File: src/rtl/switch_bank_pkg.sv
// -----------------------------------------------------------------------------
// switch_bank_pkg
// Shared constants and helpers for the switch_toggle_bank block.
//   TOGGLE_ON_RELEASE / TOGGLE_ON_PRESS : values accepted by the top-level
//                                         TOGGLE_ON_PRESS parameter
//   cnt_width(limit)                    : bits needed to hold 0..limit
// -----------------------------------------------------------------------------
package switch_bank_pkg;

    localparam int TOGGLE_ON_RELEASE = 0;
    localparam int TOGGLE_ON_PRESS   = 1;

    function automatic int cnt_width(input int limit);
        return $clog2(limit + 1);
    endfunction

endpackage

File: src/rtl/switch_toggle_bank_debounce_channel.sv
// -----------------------------------------------------------------------------
// debounce_channel
// One switch bit: two-flop synchroniser followed by a debounce counter that
// only accepts a new level after it has been seen continuously for
// DEBOUNCE_LIMIT cycles.
// Ports:
//   clk   : system clock, rising edge
//   rst   : asynchronous active-high reset
//   raw   : raw switch pin, asynchronous to clk
//   level : debounced level
// -----------------------------------------------------------------------------
module debounce_channel
    import switch_bank_pkg::*;
#(
    parameter int DEBOUNCE_LIMIT = 250000
) (
    input  logic clk,
    input  logic rst,
    input  logic raw,
    output logic level
);

    localparam int CNT_W = cnt_width(DEBOUNCE_LIMIT);

    logic             sync_p0;
    logic             sync_p1;
    logic [CNT_W-1:0] count;

    always_ff @(posedge clk or posedge rst) begin
        if (rst) begin
            sync_p0 <= 1'b0;
            sync_p1 <= 1'b0;
            count   <= '0;
            level   <= 1'b0;
        end else begin
            // synchroniser stages; only sync_p1 is safe to use below
            sync_p0 <= raw;
            sync_p1 <= sync_p0;

            // any sample agreeing with the current level restarts the count
            if (sync_p1 == level) begin
                count <= '0;
            end else if (count == CNT_W'(DEBOUNCE_LIMIT - 1)) begin
                level <= sync_p1;
                count <= '0;
            end else begin
                count <= count + CNT_W'(1);
            end
        end
    end

endmodule

File: src/rtl/switch_toggle_bank.sv
// -----------------------------------------------------------------------------
// switch_toggle_bank
// NUM_CH independent push-button channels: synchronise, debounce, detect
// press/release edges and drive a per-channel toggle register.
// Optional feature macro: SWITCH_TOGGLE_HOLD_EN adds long-hold detection that
// pulses o_Hold and clears the channel's toggle state.
// Ports:
//   i_Clk     : system clock, rising edge
//   i_Rst     : asynchronous active-high reset
//   i_Switch  : raw switch pins (pressed = 1)
//   o_Level   : debounced levels
//   o_Press   : one-cycle pulse on debounced 0->1
//   o_Release : one-cycle pulse on debounced 1->0
//   o_Toggle  : per-channel toggle state
//   o_Hold    : one-cycle pulse when a long hold is reached (0 without macro)
// -----------------------------------------------------------------------------
module switch_toggle_bank
    import switch_bank_pkg::*;
#(
    parameter int NUM_CH          = 4,
    parameter int DEBOUNCE_LIMIT  = 250000,
    parameter int TOGGLE_ON_PRESS = 0,
    parameter int HOLD_LIMIT      = 25000000
) (
    input  logic              i_Clk,
    input  logic              i_Rst,
    input  logic [NUM_CH-1:0] i_Switch,
    output logic [NUM_CH-1:0] o_Level,
    output logic [NUM_CH-1:0] o_Press,
    output logic [NUM_CH-1:0] o_Release,
    output logic [NUM_CH-1:0] o_Toggle,
    output logic [NUM_CH-1:0] o_Hold
);

    localparam bit PRESS_MODE = (TOGGLE_ON_PRESS == switch_bank_pkg::TOGGLE_ON_PRESS);

    for (genvar g = 0; g < NUM_CH; g++) begin : g_ch
        debounce_channel #(
            .DEBOUNCE_LIMIT(DEBOUNCE_LIMIT)
        ) u_debounce (
            .clk   (i_Clk),
            .rst   (i_Rst),
            .raw   (i_Switch[g]),
            .level (o_Level[g])
        );
    end

    logic [NUM_CH-1:0] level_prev;
    logic [NUM_CH-1:0] press_next;
    logic [NUM_CH-1:0] release_next;
    logic [NUM_CH-1:0] toggle_event;
    logic [NUM_CH-1:0] toggle_next;

    assign press_next   = o_Level & ~level_prev;
    assign release_next = ~o_Level & level_prev;
    assign toggle_event = PRESS_MODE ? press_next : release_next;

`ifdef SWITCH_TOGGLE_HOLD_EN
    localparam int HOLD_W = cnt_width(HOLD_LIMIT);

    logic [HOLD_W-1:0] hold_cnt [NUM_CH];
    logic [NUM_CH-1:0] hold_next;
    logic [NUM_CH-1:0] held;
    logic [NUM_CH-1:0] suppress;

    // fires on the edge where the counter steps into its saturated value
    always_comb begin
        hold_next = '0;
        for (int c = 0; c < NUM_CH; c++) begin
            hold_next[c] = o_Level[c] && (hold_cnt[c] == HOLD_W'(HOLD_LIMIT - 2));
        end
    end

    always_ff @(posedge i_Clk or posedge i_Rst) begin
        if (i_Rst) begin
            for (int c = 0; c < NUM_CH; c++) begin
                hold_cnt[c] <= '0;
            end
            held   <= '0;
            o_Hold <= '0;
        end else begin
            for (int c = 0; c < NUM_CH; c++) begin
                if (!o_Level[c]) begin
                    hold_cnt[c] <= '0;
                end else if (hold_cnt[c] != HOLD_W'(HOLD_LIMIT - 1)) begin
                    hold_cnt[c] <= hold_cnt[c] + HOLD_W'(1);
                end
            end
            // remembers a completed hold until its release has been consumed
            held   <= (held | hold_next) & ~release_next;
            o_Hold <= hold_next;
        end
    end

    // a release ending a long hold must not toggle the channel back on
    assign suppress    = PRESS_MODE ? '0 : held;
    assign toggle_next = (o_Toggle ^ (toggle_event & ~suppress)) & ~hold_next;
`else
    assign o_Hold      = '0;
    assign toggle_next = o_Toggle ^ toggle_event;
`endif

    always_ff @(posedge i_Clk or posedge i_Rst) begin
        if (i_Rst) begin
            level_prev <= '0;
            o_Press    <= '0;
            o_Release  <= '0;
            o_Toggle   <= '0;
        end else begin
            level_prev <= o_Level;
            o_Press    <= press_next;
            o_Release  <= release_next;
            o_Toggle   <= toggle_next;
        end
    end

endmodule
File: config.mk
export PLATFORM = sky130hd
export DESIGN_NAME = switch_toggle_bank
export DESIGN_NICKNAME = d
export VERILOG_FILES = /design/src/rtl/switch_bank_pkg.sv /design/src/rtl/switch_toggle_bank_debounce_channel.sv /design/src/rtl/switch_toggle_bank.sv
export SDC_FILE = /design/constraint.sdc
export NUM_CORES = 1
export LEC_CHECK = 0
export CORE_MARGIN = 4
export CORE_UTILIZATION = 45
export CTS_CLUSTER_DIAMETER = 30
export DETAILED_ROUTE_END_ITERATION = 8
export GPL_TIMING_DRIVEN = 0
export HOLD_SLACK_MARGIN = 0.05
export PLACE_DENSITY = 0.6
export SYNTH_ARGS = -nofsm -noshare
export SYNTH_HDL_FRONTEND = slang
export SYNTH_SLANG_ARGS = --single-unit
File: constraint.sdc
create_clock -name i_Clk -period 8.34 [get_ports i_Clk]
set_input_delay 1.668 -clock i_Clk [delete_from_list [all_inputs] [get_ports i_Clk]]
set_output_delay 1.668 -clock i_Clk [all_outputs]
set_load 0.005 [all_outputs]
==> run_results.csv, run 1 <==
group,metric,value,unit
timing,fin_setup_tns,0,ps
pwr,powerDensity,154.4,nW/um2
routing,ant_nets,0,
logic_synthesis,syn_inst,439,
logic_synthesis,ys_async_sr_fraction,100.0,%
routing,first_pass_iters,4,
worst_setup_path,setup.worst_path.end_class,"primary output",
floorplan,start_util,46.69,%
final_layout,fin_nets,485,
logic_synthesis,synthFlopType,"dfrtp_1",
global_routing,grt_pass1_wl,14840,um
clock_network,clkTransAtPathRegs,90,ps
final_layout,drive_gt1_share,9.395,%
routing,wl_per_cell,13.43,um
clock_network,cts_tree,"yes",
worst_setup_path,startpoint_type,"flip-flop",
clock_network,holdBufCountCts,0,
placed_design,gp_routability_congestion,0.8239,
final_layout,diodes,0,
hold_path,hold_path.class,"reg2reg",
logic_synthesis,synth_commonest_cells,"100 x dfrtp_1, 76 x nor2_1, 40 x xnor2_1",
floorplan,core,9864,um2
clock_network,ctsResizeCount,0,
routing,first_iter_violations,70,
routing,via_count,3167,
final_layout,instances_no_fill,612,
floorplan,rows,36,
timing,rsz0062_at_grt,"no",
timing,fin_skew,11.63,ps
floorplan,die_h,109.2,um
timing,final_hold_viol_count,0,
routing,drc,0,
pwr,leakage,2.161,nW
logic_synthesis,synth_area_leaders,"dfrtp_1 54%, xnor2_1 7.6%, nor2_1 6.2%",
placed_design,pre_cts_ws,5492,ps
pwr,max-vdd-ir-drop,0.1023,mV
logic_synthesis,ys_ff_latch,100,
clock_network,clk_latency,360,ps
timing,finalSetupViolations,0,
status,status,"finished clean",
timing,finalMaxSlewViolations,0,
logic_synthesis,avgSynthCellArea,10.49,um2
clock_network,htree_levels,3,
floorplan,die_w,109.2,um
timing,period_minus_slack,3131,ps
clock_network,cts_buffers,9,
worst_setup_path,worstPathMaxFanout,6,
logic_synthesis,synthDominantCellAreaShare,54.33,%
logic_synthesis,synth.distinct_cells,41,
routing,via_per_inst,5.175,
clock_network,clockRootBuffer,"clkbuf_8",
clock_network,postCtsSetupRepairBufs,0,
timing,slew_headroom,45.88,%
timing,fmaxAchievable,0.3194,GHz
global_routing,grt_usage,15.70,%
worst_setup_path,arrival,1460,ps
pwr,power,801.0,uW
timing,fin_ws,5209,ps
global_routing,grt_start_max_net_pins,58,
logic_synthesis,synth_edf_count,0,
placed_design,placed_cells,597,
final_layout,fillers,910,
worst_setup_path,worst_ep_required_time,6670,ps
floorplan,design.die.area,11920,um2
logic_synthesis,yosysWarningCount,0,
routing,drt-total-wl,8219,um
flow_run,cap_violations,0,
placed_design,placed_area,5024,um2
clock_network,cts.sinks,100,
logic_synthesis,yosysSeqAreaShare,54.33,%
final_layout,area_growth,12.63,%
logic_synthesis,synth_most_common_cell,"dfrtp_1",
clock_network,cts_buffer_depth,2,
timing,tightest_slew,802.9,ps
logic_synthesis,yosys.area.top_type,"dfrtp_1",
final_layout,finalInstanceArea,5187,um2
worst_setup_path,worstSetupPathType,"reg2out",
floorplan,io-pin-count,26,
logic_synthesis,synth_area,4606,um2
global_routing,grt_pass1_vias,3185,
placed_design,post-dp-hpwl,5706,um
placed_design,portBuffers,21,
global_routing,antenna_found_initial,0,
timing,post-route-period-util,37.54,%
global_routing,grt-ovfl-total,0,
==> through the flow <==
stage / hold WS [ps] / util, %
after floorplan: 331.2 / -
after global placement: 336.1 / 50.62
after detailed placement: 335.5 / 50.93
after CTS: 359.6 / 52.59
after global routing: 369.4 / 52.59
final: 356.5 / 52.59
==> worst max-delay path, stage by stage, from the launching register on <==
cell and delay, ps:
dfrtp_1 460, buf_4 140, clkdlybuf4s50_1 490
==> metal layers <==
| metal | wire [um] | vias up | track usage [%] |
|---|---|---|---|
| li1 | - | 1583 | - |
| met1 | 4160 | 1539 | 21.60 |
| met2 | 3682 | 37 | 24.65 |
| met3 | 272 | 8 | 3.848 |
| met4 | 104 | 0 | 4.689 |
| met5 | 0 | - | 0 |
==> cell usage in the layout, fill, tap and decap left out, types with 12 or more instances in the layout <==
master           synthesis  layout
inv_1                   13      12
dfrtp_1                100     100
nand4_1                 24      24
xor2_1                  24      24
nor4_1                  17      17
clkdlybuf4s50_1          0      21
xnor2_1                 40      40
nand3_1                 27      27
nor3_1                  13      13
nand2_1                 19      19
nor2_1                  76      76
==> worst paths after layout <==
check | endpoint | cells past startpoint | slack (ps) | startpoint
setup reg to reg | g_ch[2].u_debounce.count[10]$_DFF_PP0_ | 6 | 5880 | g_ch[2].u_debounce.count[0]$_DFF_PP0_
hold reg to reg | g_ch[1].u_debounce.sync_p1$_DFF_PP0_ | 0 | 360 | g_ch[1].u_debounce.sync_p0$_DFF_PP0_
min in group asynchronous | g_ch[0].u_debounce.count[7]$_DFF_PP0_ | 2 | 1720 | i_Rst
setup / recovery | o_Level[3] | 2 | 5210 | g_ch[3].u_debounce.level$_DFFE_PP0P_
hold / removal | g_ch[1].u_debounce.sync_p1$_DFF_PP0_ | 0 | 360 | g_ch[1].u_debounce.sync_p0$_DFF_PP0_
max in group asynchronous | g_ch[3].u_debounce.count[3]$_DFF_PP0_ | 3 | 5970 | i_Rst
==> kinds of logic (layout without fill, tap and decap cells) <==
| logic type | Yosys count | count (layout) | synth area share [%] |
|---|---|---|---|
| AO/OA/AOI/OAI | 18 | 18 | 3.233 |
| XOR/XNOR | 64 | 64 | 12.17 |
| adder cells (fa/ha/maj) | 4 | 4 | 1.087 |
| buffers and inverters | 27 | 64 | 2.961 |
| flip-flops | 100 | 100 | 54.33 |
| multiplexers | 6 | 6 | 1.494 |
| other | 1 | 4 | 0.08142 |
| AND/OR/NAND/NOR | 219 | 219 | 24.64 |
==> flip-flops by register name (all words and copies together) (netlist names) <==
name and cells:
g_ch.u_debounce.count 72, g_ch.u_debounce.level 4, g_ch.u_debounce.sync_p0 4, g_ch.u_debounce.sync_p1 4
level_prev 4, o_Press 4, o_Release 4, o_Toggle 4
==> power by group <==
part | switching [mW] | total [mW] | internal [mW]
sequential | 0.00645 | 0.497 | 0.491
clock | 0.164 | 0.272 | 0.107
combinational | 0.0206 | 0.0320 | 0.0113
total | 0.191 | 0.801 | 0.610
==> layout make-up <==
type | instances | area [um2] | area share (%)
clock inverter | 6 | 40.04 | 0.7718
inverter | 13 | 51.30 | 0.9889
timing repair buffer | 22 | 237.7 | 4.583
tap | 133 | 166.4 | 3.208
sequential | 100 | 2502 | 48.24
multi-input combinational | 315 | 1978 | 38.13
clock buffer | 9 | 123.9 | 2.388
buffer | 14 | 87.58 | 1.688
(Power assumes the default switching activity.)
==> inputs of run 2 (changes only) <==
PLACE_DENSITY = 0.62   (was 0.6)
clock period = 2.84 ns   (was 8.34 ns; I/O delays follow)
==> run 2 against run 1 <==
Largest power group unchanged; clock power increased to 3.4 times the previous value; sequential share of layout area shrank 0.37 points; clock-buffer cell count up 3; total power grew to 3.1 times the previous value; highest routed layer unchanged; critical path depth increased by 4; largest cell class unchanged; combinational power increased to 3.1 times the previous value.
==> run_results.csv, run 2 (synthesized netlist as in run 1, its figures left out) <==
group,metric,value,unit
status,status,"finished clean",
routing,wl_per_cell,13.77,um
clock_network,htree_levels,3,
final_layout,fin_nets,486,
pwr,powerDensity,473.1,nW/um2
routing,first_pass_iters,4,
routing,dr.max_layer_used,"met4",
final_layout,diodes,0,
floorplan,design.die.area,11920,um2
timing,finalMaxSlewViolations,0,
timing,rsz0062_at_grt,"no",
final_layout,instances_no_fill,612,
worst_setup_path,worstSetupPathType,"reg2reg",
clock_network,clockRootBuffer,"clkbuf_8",
flow_run,cap_violations,0,
final_layout,area_growth,13.50,%
final_layout,multi_input_area,1978,um2
final_layout,largest_reg_flops,72,
timing,hold_ws,354.8,ps
placed_design,post-dp-hpwl,5855,um
clock_network,postCtsSetupRepairBufs,0,
worst_setup_path,setup.worst_path.end_class,"flip-flop",
global_routing,grt_pass1_wl,15190,um
placed_design,gp_routability_congestion,0.8048,
clock_network,ctsResizeCount,0,
final_layout,fillers,871,
routing,via_per_inst,5.214,
worst_setup_path,timing.rr.end,"g_ch[2].u_debounce.count[10]$_DFF_PP0_",
routing,via_count,3191,
placed_design,placed_area,5037,um2
floorplan,core,9864,um2
pwr,max-vdd-ir-drop,0.3216,mV
timing,fin_skew,7.938,ps
routing,drt-total-wl,8429,um
final_layout,final_util,52.99,%
clock_network,cts_tree,"yes",
timing,finalSetupViolations,0,
clock_network,cts_buffers,9,
worst_setup_path,slowest_delay,640,ps
worst_setup_path,crit_cells,6,
routing,wl_met1,4018,um
clock_network,clkTransAtPathRegs,90,ps
floorplan,io-pin-count,26,
worst_setup_path,worst_ep_required_time,3090,ps
clock_network,cts_buffer_depth,2,
final_layout,regMostFlops,"g_ch.u_debounce.count",
global_routing,grt_pass1_vias,3230,
worst_setup_path,cp_top_family,"simple AND/OR/NAND/NOR gates",
final_layout,drive_gt1_share,9.186,%
routing,met3_length,258,um
timing,slew_headroom,44.62,%
routing,ant_nets,0,
clock_network,cts.sinks,100,
routing,drc,0,
global_routing,grt-ovfl-total,0,
worst_setup_path,cp_slowest_cell,"or4_4",
worst_setup_path,crit_chain,"ha_1 -> nand4_1 -> or4_4 -> o41ai_4 -> buf_2 -> nor2_1",
routing,first_iter_violations,142,
worst_setup_path,arrival,2820,ps
timing,fin_setup_tns,0,ps
placed_design,pre_cts_ws,289.1,ps
pwr,leakage,2.175,nW
worst_setup_path,r2r_slack,280,ps
worst_setup_path,crit_buf_inv,1,
placed_design,portBuffers,21,
final_layout,layout_common_cells,"100 x dfrtp_1, 76 x nor2_1, 40 x xnor2_1",
floorplan,die_h,109.2,um
worst_setup_path,rr_worst_depth,6,
worst_setup_path,r2r_start,"g_ch[2].u_debounce.count[0]$_DFF_PP0_",
floorplan,die_w,109.2,um
pwr,power,2.473,mW
worst_setup_path,endpoint,"g_ch[2].u_debounce.count[10]$_DFF_PP0_",
timing,final_hold_viol_count,0,
worst_setup_path,startpoint_type,"flip-flop",
worst_setup_path,worstPathMaxFanout,10,
clock_network,clk_latency,370,ps
final_layout,finalInstanceArea,5228,um2
timing,tightest_slew,821.8,ps
worst_setup_path,crit_start,"g_ch[2].u_debounce.count[0]$_DFF_PP0_",
timing,fin_ws,275.9,ps
timing,post-route-period-util,90.29,%
hold_path,hold_path.class,"reg2reg",
routing,dr_wl_met2,4030,um
final_layout,final_common_cell,"dfrtp_1",
global_routing,grt_usage,16.17,%
global_routing,antenna_found_initial,0,
floorplan,rows,36,
timing,fmaxAchievable,0.3900,GHz
placed_design,placed_cells,598,
final_layout,regArea,2502,um2
global_routing,grt_start_max_net_pins,38,
floorplan,start_util,46.69,%
clock_network,holdBufCountCts,0,
hold_path,whs_path_depth,0,
timing,period_minus_slack,2564,ps
==> run 2: cell types whose count changed in the layout (fill, tap and decap cells not counted), moves of 2 or more <==
cell,change
buf_12,+2
clkbuf_8,+2
clkinv_2,-2
inv_6,-2
==> run 2: cell type report <==
type	count	area share (%)
Buffer	14	1.675
Timing Repair Buffer	23	4.787
Clock buffer	12	2.968
Tap cell	133	3.183
Inverter	13	1.005
Clock inverter	2	0.6702
Sequential cell	100	47.87
Multi-Input combinational cell	315	37.84
==> run 2: metal layers <==
metal / track usage (%) / up-vias
li1: - / 1585
met1: 21.40 / 1556
met2: 25.96 / 38
met3: 3.908 / 12
met4: 5.681 / 0
met5: 0 / -
==> run 2: how the worst min path moves through the flow <==
stage	startpoint	endpoint	slack (ps)
floorplan	g_ch[0].u_debounce.sync_p0$_DFF_PP0_	g_ch[0].u_debounce.sync_p1$_DFF_PP0_	330
detailed placement	g_ch[3].u_debounce.sync_p0$_DFF_PP0_	g_ch[3].u_debounce.sync_p1$_DFF_PP0_	340
finish	g_ch[0].u_debounce.sync_p0$_DFF_PP0_	g_ch[0].u_debounce.sync_p1$_DFF_PP0_	350
CTS	g_ch[0].u_debounce.sync_p0$_DFF_PP0_	g_ch[0].u_debounce.sync_p1$_DFF_PP0_	360
global placement	g_ch[2].u_debounce.sync_p0$_DFF_PP0_	g_ch[2].u_debounce.sync_p1$_DFF_PP0_	340
global route	g_ch[3].u_debounce.sync_p0$_DFF_PP0_	g_ch[3].u_debounce.sync_p1$_DFF_PP0_	360
==> run 2: power by group <==
part	internal, mW	switching [mW]	total (mW)
clock	0.446	0.468	0.914
combinational	0.0348	0.0629	0.0977
sequential	1.44	0.0197	1.46
total	1.92	0.551	2.47
==> run 2: worst register-to-register path, cell delays in order, from the launching register on <==
cell and delay (ps):
dfrtp_1 400, ha_1 240, nand4_1 290, or4_4 640
o41ai_4 470, buf_2 330, nor2_1 80
==> inputs of run 3 (changes only) <==
ABC_CLOCK_PERIOD_IN_PS = 3100   (was not set)
PLACE_DENSITY = 0.6   (was 0.62)
clock period = 3.1 ns   (was 2.84 ns; I/O delays follow)
==> run 3 against run 2 <==
Combinational power down 9.2%; sequential share of layout area fell by 0.24 points; cell area grew 0.50%; fmax up 3.6%; largest power group unchanged; clock power down 2%; critical path depth did not move; final cell count rose by 0.33%; clock-buffer cell count shrank 2; register-to-register slack better by 350 ps; core utilization grew 0.27 points; clock skew fell by 2.0 ps.
==> run_results.csv, run 3 (synthesized netlist as in run 1, its figures left out) <==
group,metric,value,unit
status,status,"finished clean",
final_layout,largest_reg_flops,72,
timing,post-route-period-util,79.86,%
timing,tightest_slew,770.3,ps
routing,via_per_inst,5.121,
routing,ant_nets,0,
clock_network,postCtsSetupRepairBufs,0,
routing,first_pass_iters,5,
global_routing,grt_usage,15.60,%
final_layout,fillers,859,
pwr,cellInternalPower,1.808,mW
clock_network,cts_buffer_depth,2,
routing,via_count,3144,
worst_setup_path,timing.rr.end,"g_ch[2].u_debounce.count[16]$_DFF_PP0_",
clock_network,cts_buffers,9,
clock_network,clkTransAtPathRegs,90,ps
clock_network,cts_tree,"yes",
pwr,pwr-share-clk,38.6,%
global_routing,grt-ovfl-total,0,
floorplan,rows,36,
worst_setup_path,r2r_start,"g_ch[2].u_debounce.count[0]$_DFF_PP0_",
clock_network,htree_levels,3,
final_layout,drive_gt1_share,9.563,%
hold_path,whs_path_depth,0,
global_routing,gr-usage-met3,3.848,%
floorplan,die_w,109.2,um
global_routing,antenna_found_initial,0,
placed_design,portBuffers,21,
worst_setup_path,r2r_slack,620,ps
pwr,pwr-share-seq,57.6,%
placed_design,post-dp-hpwl,5731,um
timing,finalSetupViolations,0,
floorplan,core,9864,um2
final_layout,area_growth,14.07,%
floorplan,start_util,46.69,%
timing,final_hold_viol_count,0,
pwr,leakage,2.179,nW
clock_network,clockRootBuffer,"clkbuf_8",
clock_network,clk_latency,360,ps
floorplan,die_h,109.2,um
pwr,max-vdd-ir-drop,0.3195,mV
placed_design,placed_cells,598,
pwr,power,2.325,mW
hold_path,hold_path.class,"reg2reg",
worst_setup_path,startpoint_type,"flip-flop",
timing,period_minus_slack,2476,ps
global_routing,grt_busiest_layer,"met2",
routing,first_iter_violations,99,
clock_network,cts.sinks,100,
final_layout,fin_nets,486,
final_layout,diodes,0,
global_routing,grt_use_met1,21.29,%
worst_setup_path,worstSetupPathType,"reg2reg",
floorplan,io-pin-count,26,
timing,fin_setup_tns,0,ps
hold_path,hp-start,"g_ch[0].u_debounce.sync_p0$_DFF_PP0_",
final_layout,layout_common_cells,"100 x dfrtp_1, 76 x nor2_1, 40 x xnor2_1",
global_routing,grt_pass1_vias,3108,
routing,drc,0,
worst_setup_path,setup.worst_path.end_class,"flip-flop",
global_routing,grt_start_max_net_pins,43,
worst_setup_path,arrival,2730,ps
global_routing,gr-usage-met2,24.43,%
timing,fin_skew,5.918,ps
global_routing,grt_pass1_wl,14730,um
clock_network,holdBufCountCts,0,
timing,rsz0062_at_grt,"no",
pwr,switching_share,22.26,%
final_layout,instances_no_fill,614,
final_layout,regMostFlops,"g_ch.u_debounce.count",
worst_setup_path,worstPathMaxFanout,10,
floorplan,design.die.area,11920,um2
timing,finalMaxSlewViolations,0,
final_layout,final_common_cell,"dfrtp_1",
flow_run,cap_violations,0,
clock_network,ctsResizeCount,0,
pwr,p_switching,517.7,uW
timing,fmaxAchievable,0.4039,GHz
pwr,powerDensity,442.6,nW/um2
routing,drt-total-wl,8132,um
placed_design,gp_routability_congestion,0.8448,
timing,slew_headroom,48.08,%
worst_setup_path,rr_worst_depth,6,
pwr,comb_power_share,3.8,%
routing,wl_per_cell,13.24,um
hold_path,min_to,"g_ch[0].u_debounce.sync_p1$_DFF_PP0_",
worst_setup_path,worst_ep_required_time,3360,ps
-- run 3: routing by layer --
| layer | part of all wire, % | wire [um] | vias up |
|---|---|---|---|
| met5 | 0 | 0 | - |
| met4 | 1.5 | 124 | 0 |
| met3 | 3.0 | 241 | 9 |
| met2 | 46 | 3746 | 36 |
| met1 | 49 | 4019 | 1520 |
| li1 | - | - | 1579 |
-- run 3: area by class of cell --
| type | count | area (um2) | area share (%) |
|---|---|---|---|
| multi-input combinational | 315 | 1978 | 37.65 |
| clock buffer | 10 | 127.6 | 2.429 |
| inverter | 13 | 52.55 | 1.000 |
| sequential | 100 | 2502 | 47.63 |
| buffer | 14 | 87.58 | 1.667 |
| clock inverter | 6 | 88.84 | 1.691 |
| timing repair buffer | 23 | 250.2 | 4.763 |
| tap | 133 | 166.4 | 3.167 |
-- run 3: worst max-delay path by stage --
stage	slack, ps	cells after the start	startpoint	endpoint
finish	620	6	g_ch[2].u_debounce.count[0]$_DFF_PP0_	g_ch[2].u_debounce.count[16]$_DFF_PP0_
global route	370	6	g_ch[2].u_debounce.count[0]$_DFF_PP0_	g_ch[2].u_debounce.count[8]$_DFF_PP0_
CTS	590	6	g_ch[2].u_debounce.count[0]$_DFF_PP0_	g_ch[2].u_debounce.count[8]$_DFF_PP0_
detailed placement	610	6	g_ch[2].u_debounce.count[0]$_DFF_PP0_	g_ch[2].u_debounce.count[13]$_DFF_PP0_
global placement	270	2	i_Rst	g_ch[3].u_debounce.sync_p0$_DFF_PP0_
floorplan	860	4	g_ch[2].u_debounce.count[10]$_DFF_PP0_	g_ch[2].u_debounce.level$_DFFE_PP0P_
-- run 3: power groups by stage --
stage	Clock (mW)	Combinational, mW	Sequential, mW
2_1_floorplan	0	0.0616	1.36
3_3_place_gp	0	0.0847	1.36
3_5_place_dp	0	0.0915	1.37
4_1_cts	0.930	0.0923	1.34
5_1_grt	0.990	0.104	1.34
6_report	0.898	0.0887	1.34
-- run 3: through the flow --
stage	setup slack (ps)	instance area, um2	hold WS [ps]	utilization (%)
after CTS	590.0	5254	360.1	53.26
after global placement	270.4	4997	335.5	50.66
after floorplan	861.7	4621	331.2	-
after detailed placement	610.1	5037	337.9	51.07
after global routing	373.8	5254	370.1	53.26
final	624.4	5254	357.6	53.26
-- run 3: critical path, cell delays in order (launching register included) --
cell	delay [ps]
dfrtp_1	400
ha_1	230
nand4_1	270
or4_4	630
o41ai_4	440
buf_2	320
nor2_1	70
==> variant 1, RTL diff (settings of run 2) <==
Add an input register stage for `i_Switch`, cleared by the reset; this delays it by one clock.
--- a/src/rtl/switch_toggle_bank.sv
+++ b/src/rtl/switch_toggle_bank.sv
@@ -34,13 +34,23 @@
 
     localparam bit PRESS_MODE = (TOGGLE_ON_PRESS == switch_bank_pkg::TOGGLE_ON_PRESS);
 
+    logic [NUM_CH-1:0] i_Switch_q;
+
+    always_ff @(posedge i_Clk or posedge i_Rst) begin
+        if (i_Rst) begin
+            i_Switch_q <= '0;
+        end else begin
+            i_Switch_q <= i_Switch;
+        end
+    end
+
     for (genvar g = 0; g < NUM_CH; g++) begin : g_ch
         debounce_channel #(
             .DEBOUNCE_LIMIT(DEBOUNCE_LIMIT)
         ) u_debounce (
             .clk   (i_Clk),
             .rst   (i_Rst),
-            .raw   (i_Switch[g]),
+            .raw   (i_Switch_q[g]),
             .level (o_Level[g])
         );
     end
Function: no difference found for any inputs over 10 cycles, from zero or initial values and one cycle with i_Rst high; that may be too few to reach the edited logic, so the function may still have changed.
==> variant 1 against run 2 <==
Area after synthesis up 2.2%; sequential cell count up 4; cell area is 2.1% higher; global-route usage shrank 0.93 points; wire length down 3.1%; total power is 2.5% higher; synthesized cell count grew 0.91%; setup slack gained 0.10 ns; cell count up 1.3%; count of clock-buffer cells in the layout decreased by 3.
==> variant 1: results (changes against run 2) <==
pre_cts_ws_ns: 0.3633  # +0.07420 ns
ir_worst_vdd_v: 0.0003326  # +3.4%
synth_area_leaders: "dfrtp_1 55%, xnor2_1 7.4%, nor2_1 6.1%"
grt_usage_pct: 15.24  # -0.93 points
status: "complete, no violations"
grt_pass1_vias: 3124  # -3.3%
switching_share_pct: 23.24  # +0.96 points
slew_headroom_pct: 43.44  # -1.2 points
dp.cells: 605  # +1.2%
power_density_mw_per_mm2: 475.0  # +0.41%
worstHoldStart: "i_Switch_q[0]"
arrival_ns: 2.73  # -0.09 ns
synth_common_cells: "104 x dfrtp_1, 76 x nor2_1, 40 x xnor2_1, 27 x nand3_1"
p_leak_uw: 0.002217  # +1.9%
place_area_mm2: 0.005141  # +2.1%
wl_per_cell_um: 13.18  # -4.3%
gp_congestion: 0.8199  # +1.9%
wl_mm: 8.169  # -3.1%
drtIter0Drc: 181  # +27%
synth-seq-area-share_pct: 55.30  # +0.97 points
synth.avg_cell_area_um2: 10.62  # +1.3%
p_seq_share_pct: 60.1  # +1.0 points
nets: 490  # +0.82%
grt_max_degree: 42  # +11%
grt_pass1_wl_mm: 14.48  # -4.6%
dpl.hpwl_mm: 5.729  # -2.2%
clock_skew_ns: 0.009516  # +0.001578 ns
## variant 1: cell types whose count changed after synthesis
cell            run 2  this run
dfrtp_1           100       104
## variant 1: area by class of cell
type | instances | area [um^2]
Buffer | 14 | 87.58
Clock buffer | 9 | 123.9
Clock inverter | 6 | 70.07
Fill cell | 939 | 4942
Inverter | 13 | 52.55
Multi-Input combinational cell | 315 | 1978
Sequential cell | 104 | 2603
Tap cell | 136 | 170.2
Timing Repair Buffer | 23 | 250.2
## variant 1: logic make-up (layout without fill, tap and decap cells)
kind of cell	after synthesis	count (layout)	synth area share [%]
simple gates	219	219	24.12
flops	104	104	55.30
xor+xnor	64	64	11.91
buf+inv	27	65	2.898
compound gates	18	18	3.164
mux	6	6	1.462
fa+ha+maj	4	4	1.064
other cells	1	4	0.07969
## variant 1: final timing paths
check / to / slack, ns
hold / removal: g_ch[0].u_debounce.sync_p0 / 0.36
setup / recovery: g_ch[2].u_debounce.count[13] / 0.38
min in group asynchronous: g_ch[1].u_debounce.count[10] / 0.67
max in group asynchronous: g_ch[3].u_debounce.count[14] / 1.30
hold reg to reg: g_ch[0].u_debounce.sync_p0 / 0.36
setup reg to reg: g_ch[2].u_debounce.count[13] / 0.38
## variant 1: per-layer routing
| layer | up-vias | GRT usage, % | share of wire (%) |
|---|---|---|---|
| met5 | - | 0 | 0 |
| met2 | 34 | 24.57 | 47 |
| met1 | 1560 | 20.33 | 49 |
| met3 | 4 | 4.543 | 3.1 |
| met4 | 0 | 3.694 | 0.67 |
| li1 | 1602 | - | - |
## variant 1: critical path, stage by stage (launching register included)
cell and delay [ns]:
dfrtp_1 0.40, ha_1 0.23, nand4_1 0.26, or4_4 0.63
o41ai_4 0.44, buf_2 0.31, nor2_1 0.08
==> variant 2, RTL diff (config.mk and constraints of run 2) <==
Made on the original files. `DEBOUNCE_LIMIT` is set to 250000 in 2 places; all go to 500000.
--- a/src/rtl/switch_toggle_bank_debounce_channel.sv
+++ b/src/rtl/switch_toggle_bank_debounce_channel.sv
@@ -12,7 +12,7 @@
 module debounce_channel
     import switch_bank_pkg::*;
 #(
-    parameter int DEBOUNCE_LIMIT = 250000
+    parameter int DEBOUNCE_LIMIT = 500000
 ) (
     input  logic clk,
     input  logic rst,
--- a/src/rtl/switch_toggle_bank.sv
+++ b/src/rtl/switch_toggle_bank.sv
@@ -18,7 +18,7 @@
     import switch_bank_pkg::*;
 #(
     parameter int NUM_CH          = 4,
-    parameter int DEBOUNCE_LIMIT  = 250000,
+    parameter int DEBOUNCE_LIMIT  = 500000,
     parameter int TOGGLE_ON_PRESS = 0,
     parameter int HOLD_LIMIT      = 25000000
 ) (
Formal check against the unedited RTL: same outputs for any inputs over 10 cycles, from zero or initial values and one cycle with i_Rst high; that may be too few to reach the edited logic, so the function may still have changed.
==> variant 2 against run 2 <==
Total power is 14% higher; cell area up 3.9%; sequential cell count up 4; wire length is 3.0% higher; area after synthesis increased by 2.7%; setup slack better by 0.17 ns; critical path depth grew 1; largest cell class unchanged.
==> variant 2: results (changes against run 2) <==
wl_mm: 8.679  # +3.0%
gp_congestion: 0.8006  # -0.52%
arrival_ns: 2.64  # -0.18 ns
diodes: 0  # unchanged
ir_worst_vdd_v: 0.0002808  # -13%
drtIter0Drc: 234  # +65%
vias_per_cell: 5.232  # +0.35%
nets: 502  # +3.3%
cts_root_buf: "clkbuf_8"
synth-seq-area-share_pct: 55.01  # +0.68 points
synth_common_cells: "104 x dfrtp_1, 68 x nor2_1, 33 x xnor2_1, 27 x xor2_1, 25 x nand3_1"
clkLatencyLatePin_ns: 0.37  # about the same
grt_max_degree: 43  # +13%
pre_cts_ws_ns: 0.4880  # +0.1989 ns
status: "complete, no violations"
grt_pass1_wl_mm: 15.79  # +4.0%
grt_usage_pct: 15.52  # -0.65 points
crit_slowest_cell: "o21ai_1"
first_pass_iters: 4  # unchanged
cts_buffers: 9  # unchanged
port_buffers: 21  # unchanged
dpl.hpwl_mm: 6.009  # +2.6%
cts_setup_buffers: 0  # unchanged
cp_top_family: "buffers and inverters"
largest_reg_flops: 76  # +5.6%
slew_headroom_pct: 52.05  # +7.4 points
largest_register: "g_ch.u_debounce.count"
cp_max_fo: 10  # unchanged
p_leak_uw: 0.002256  # +3.7%
drive_above_1_share_pct: 8.652  # -0.53 points
antenna_found_initial: 0  # unchanged
drc_errors: 0  # unchanged
ys_warn_count: 0  # unchanged
synth_area_leaders: "dfrtp_1 55%, xnor2_1 6.1%, nor2_1 5.4%"
synth.distinct_cells: 40  # -2.4%
grt_pass1_vias: 3292  # +1.9%
post_cts_resized: 0  # unchanged
hold_violations: 0  # unchanged
clock_skew_ns: 0.01025  # +0.002310 ns
hp-class: "reg2reg"
cts-htree-levels: 3  # unchanged
critical-path-max-stage-delay_ns: 0.58  # -0.06 ns
clockBufferDepth: 2  # unchanged
fillers: 941  # +8.0%
async_flop_share_pct: 100.0  # unchanged
clkTransAtPathRegs_ns: 0.09  # about the same
## variant 2: changes by cell type after synthesis, sizes merged, moves of 3 or more
cell	run 2	this run
nand2	19	24
nor4	17	12
nor4b	0	4
o21ai	6	15
dfrtp	100	104
a21oi	5	16
xor2	24	27
or4	8	12
or3	3	10
and3	6	3
xnor2	40	33
nor2	76	68
## variant 2: layout make-up
class	instances	share of cell area [%]
Sequential cell	104	47.89
Multi-Input combinational cell	322	36.40
Timing Repair Buffer	23	4.605
Tap cell	136	3.131
Clock buffer	10	2.533
Clock inverter	6	2.395
Buffer	17	1.934
Inverter	15	1.105
## variant 2: report_power, final
part	internal (uW)	switching, uW	leakage [uW]	total, uW
Clock	695	500	0.000136	1200
Combinational	34.4	68.1	0.000695	103
Sequential	1500	15.7	0.00142	1510
## variant 2: worst paths after layout
path                                             startpoint                           end  slack (ns)  depth (start not counted)
worst max-delay path            g_ch[2].u_debounce.count[0]  g_ch[2].u_debounce.count[12]        0.45                          7
worst min-delay path             g_ch[1].u_debounce.sync_p0    g_ch[1].u_debounce.sync_p1        0.36                          0
worst max register to register  g_ch[2].u_debounce.count[0]  g_ch[2].u_debounce.count[12]        0.45                          7
worst min register to register   g_ch[1].u_debounce.sync_p0    g_ch[1].u_debounce.sync_p1        0.36                          0
max in group asynchronous                             i_Rst   g_ch[2].u_debounce.count[0]        1.65                          3
min in group asynchronous                             i_Rst  g_ch[1].u_debounce.count[16]        0.60                          2
## variant 2: kinds of logic (layout without fill, tap and decap cells)
| group | after synthesis | in the layout | share of synthesized area, % |
|---|---|---|---|
| XOR/XNOR | 60 | 60 | 11.11 |
| AND/OR/NAND/NOR | 215 | 215 | 24.15 |
| buffers and inverters | 32 | 71 | 3.412 |
| other | 1 | 4 | 0.07927 |
| adder cells (fa/ha/maj) | 4 | 4 | 1.058 |
| flip-flops | 104 | 104 | 55.01 |
| AO/OA/AOI/OAI | 35 | 35 | 4.232 |
| multiplexers | 4 | 4 | 0.9521 |
## variant 2: metrics by stage
step	area [um^2]	std cells	setup TNS, ns
floorplan	4746	458	0
global placement	5126	615	-0.6753
detailed placement	5166	617	0
CTS	5434	633	0
global route	5434	633	0
finish	5434	633	0
## variant 2: layer usage
metal  vias to the layer above  wire, um  track usage [%]
met1                      1603      4261            21.97
met4                         0       149            5.993
li1                       1642         -                -
met2                        55      4009            23.58
met5                         -         0                0
met3                        12       258            3.068
## variant 2: worst register-to-register path, cell delays in order (launching register included)
cell and delay (ns):
dfrtp_1 0.42, ha_1 0.24, and4_1 0.21, clkbuf_1 0.26, nand3_1 0.16, o21ai_1 0.58, buf_2 0.33, nor2_1 0.07
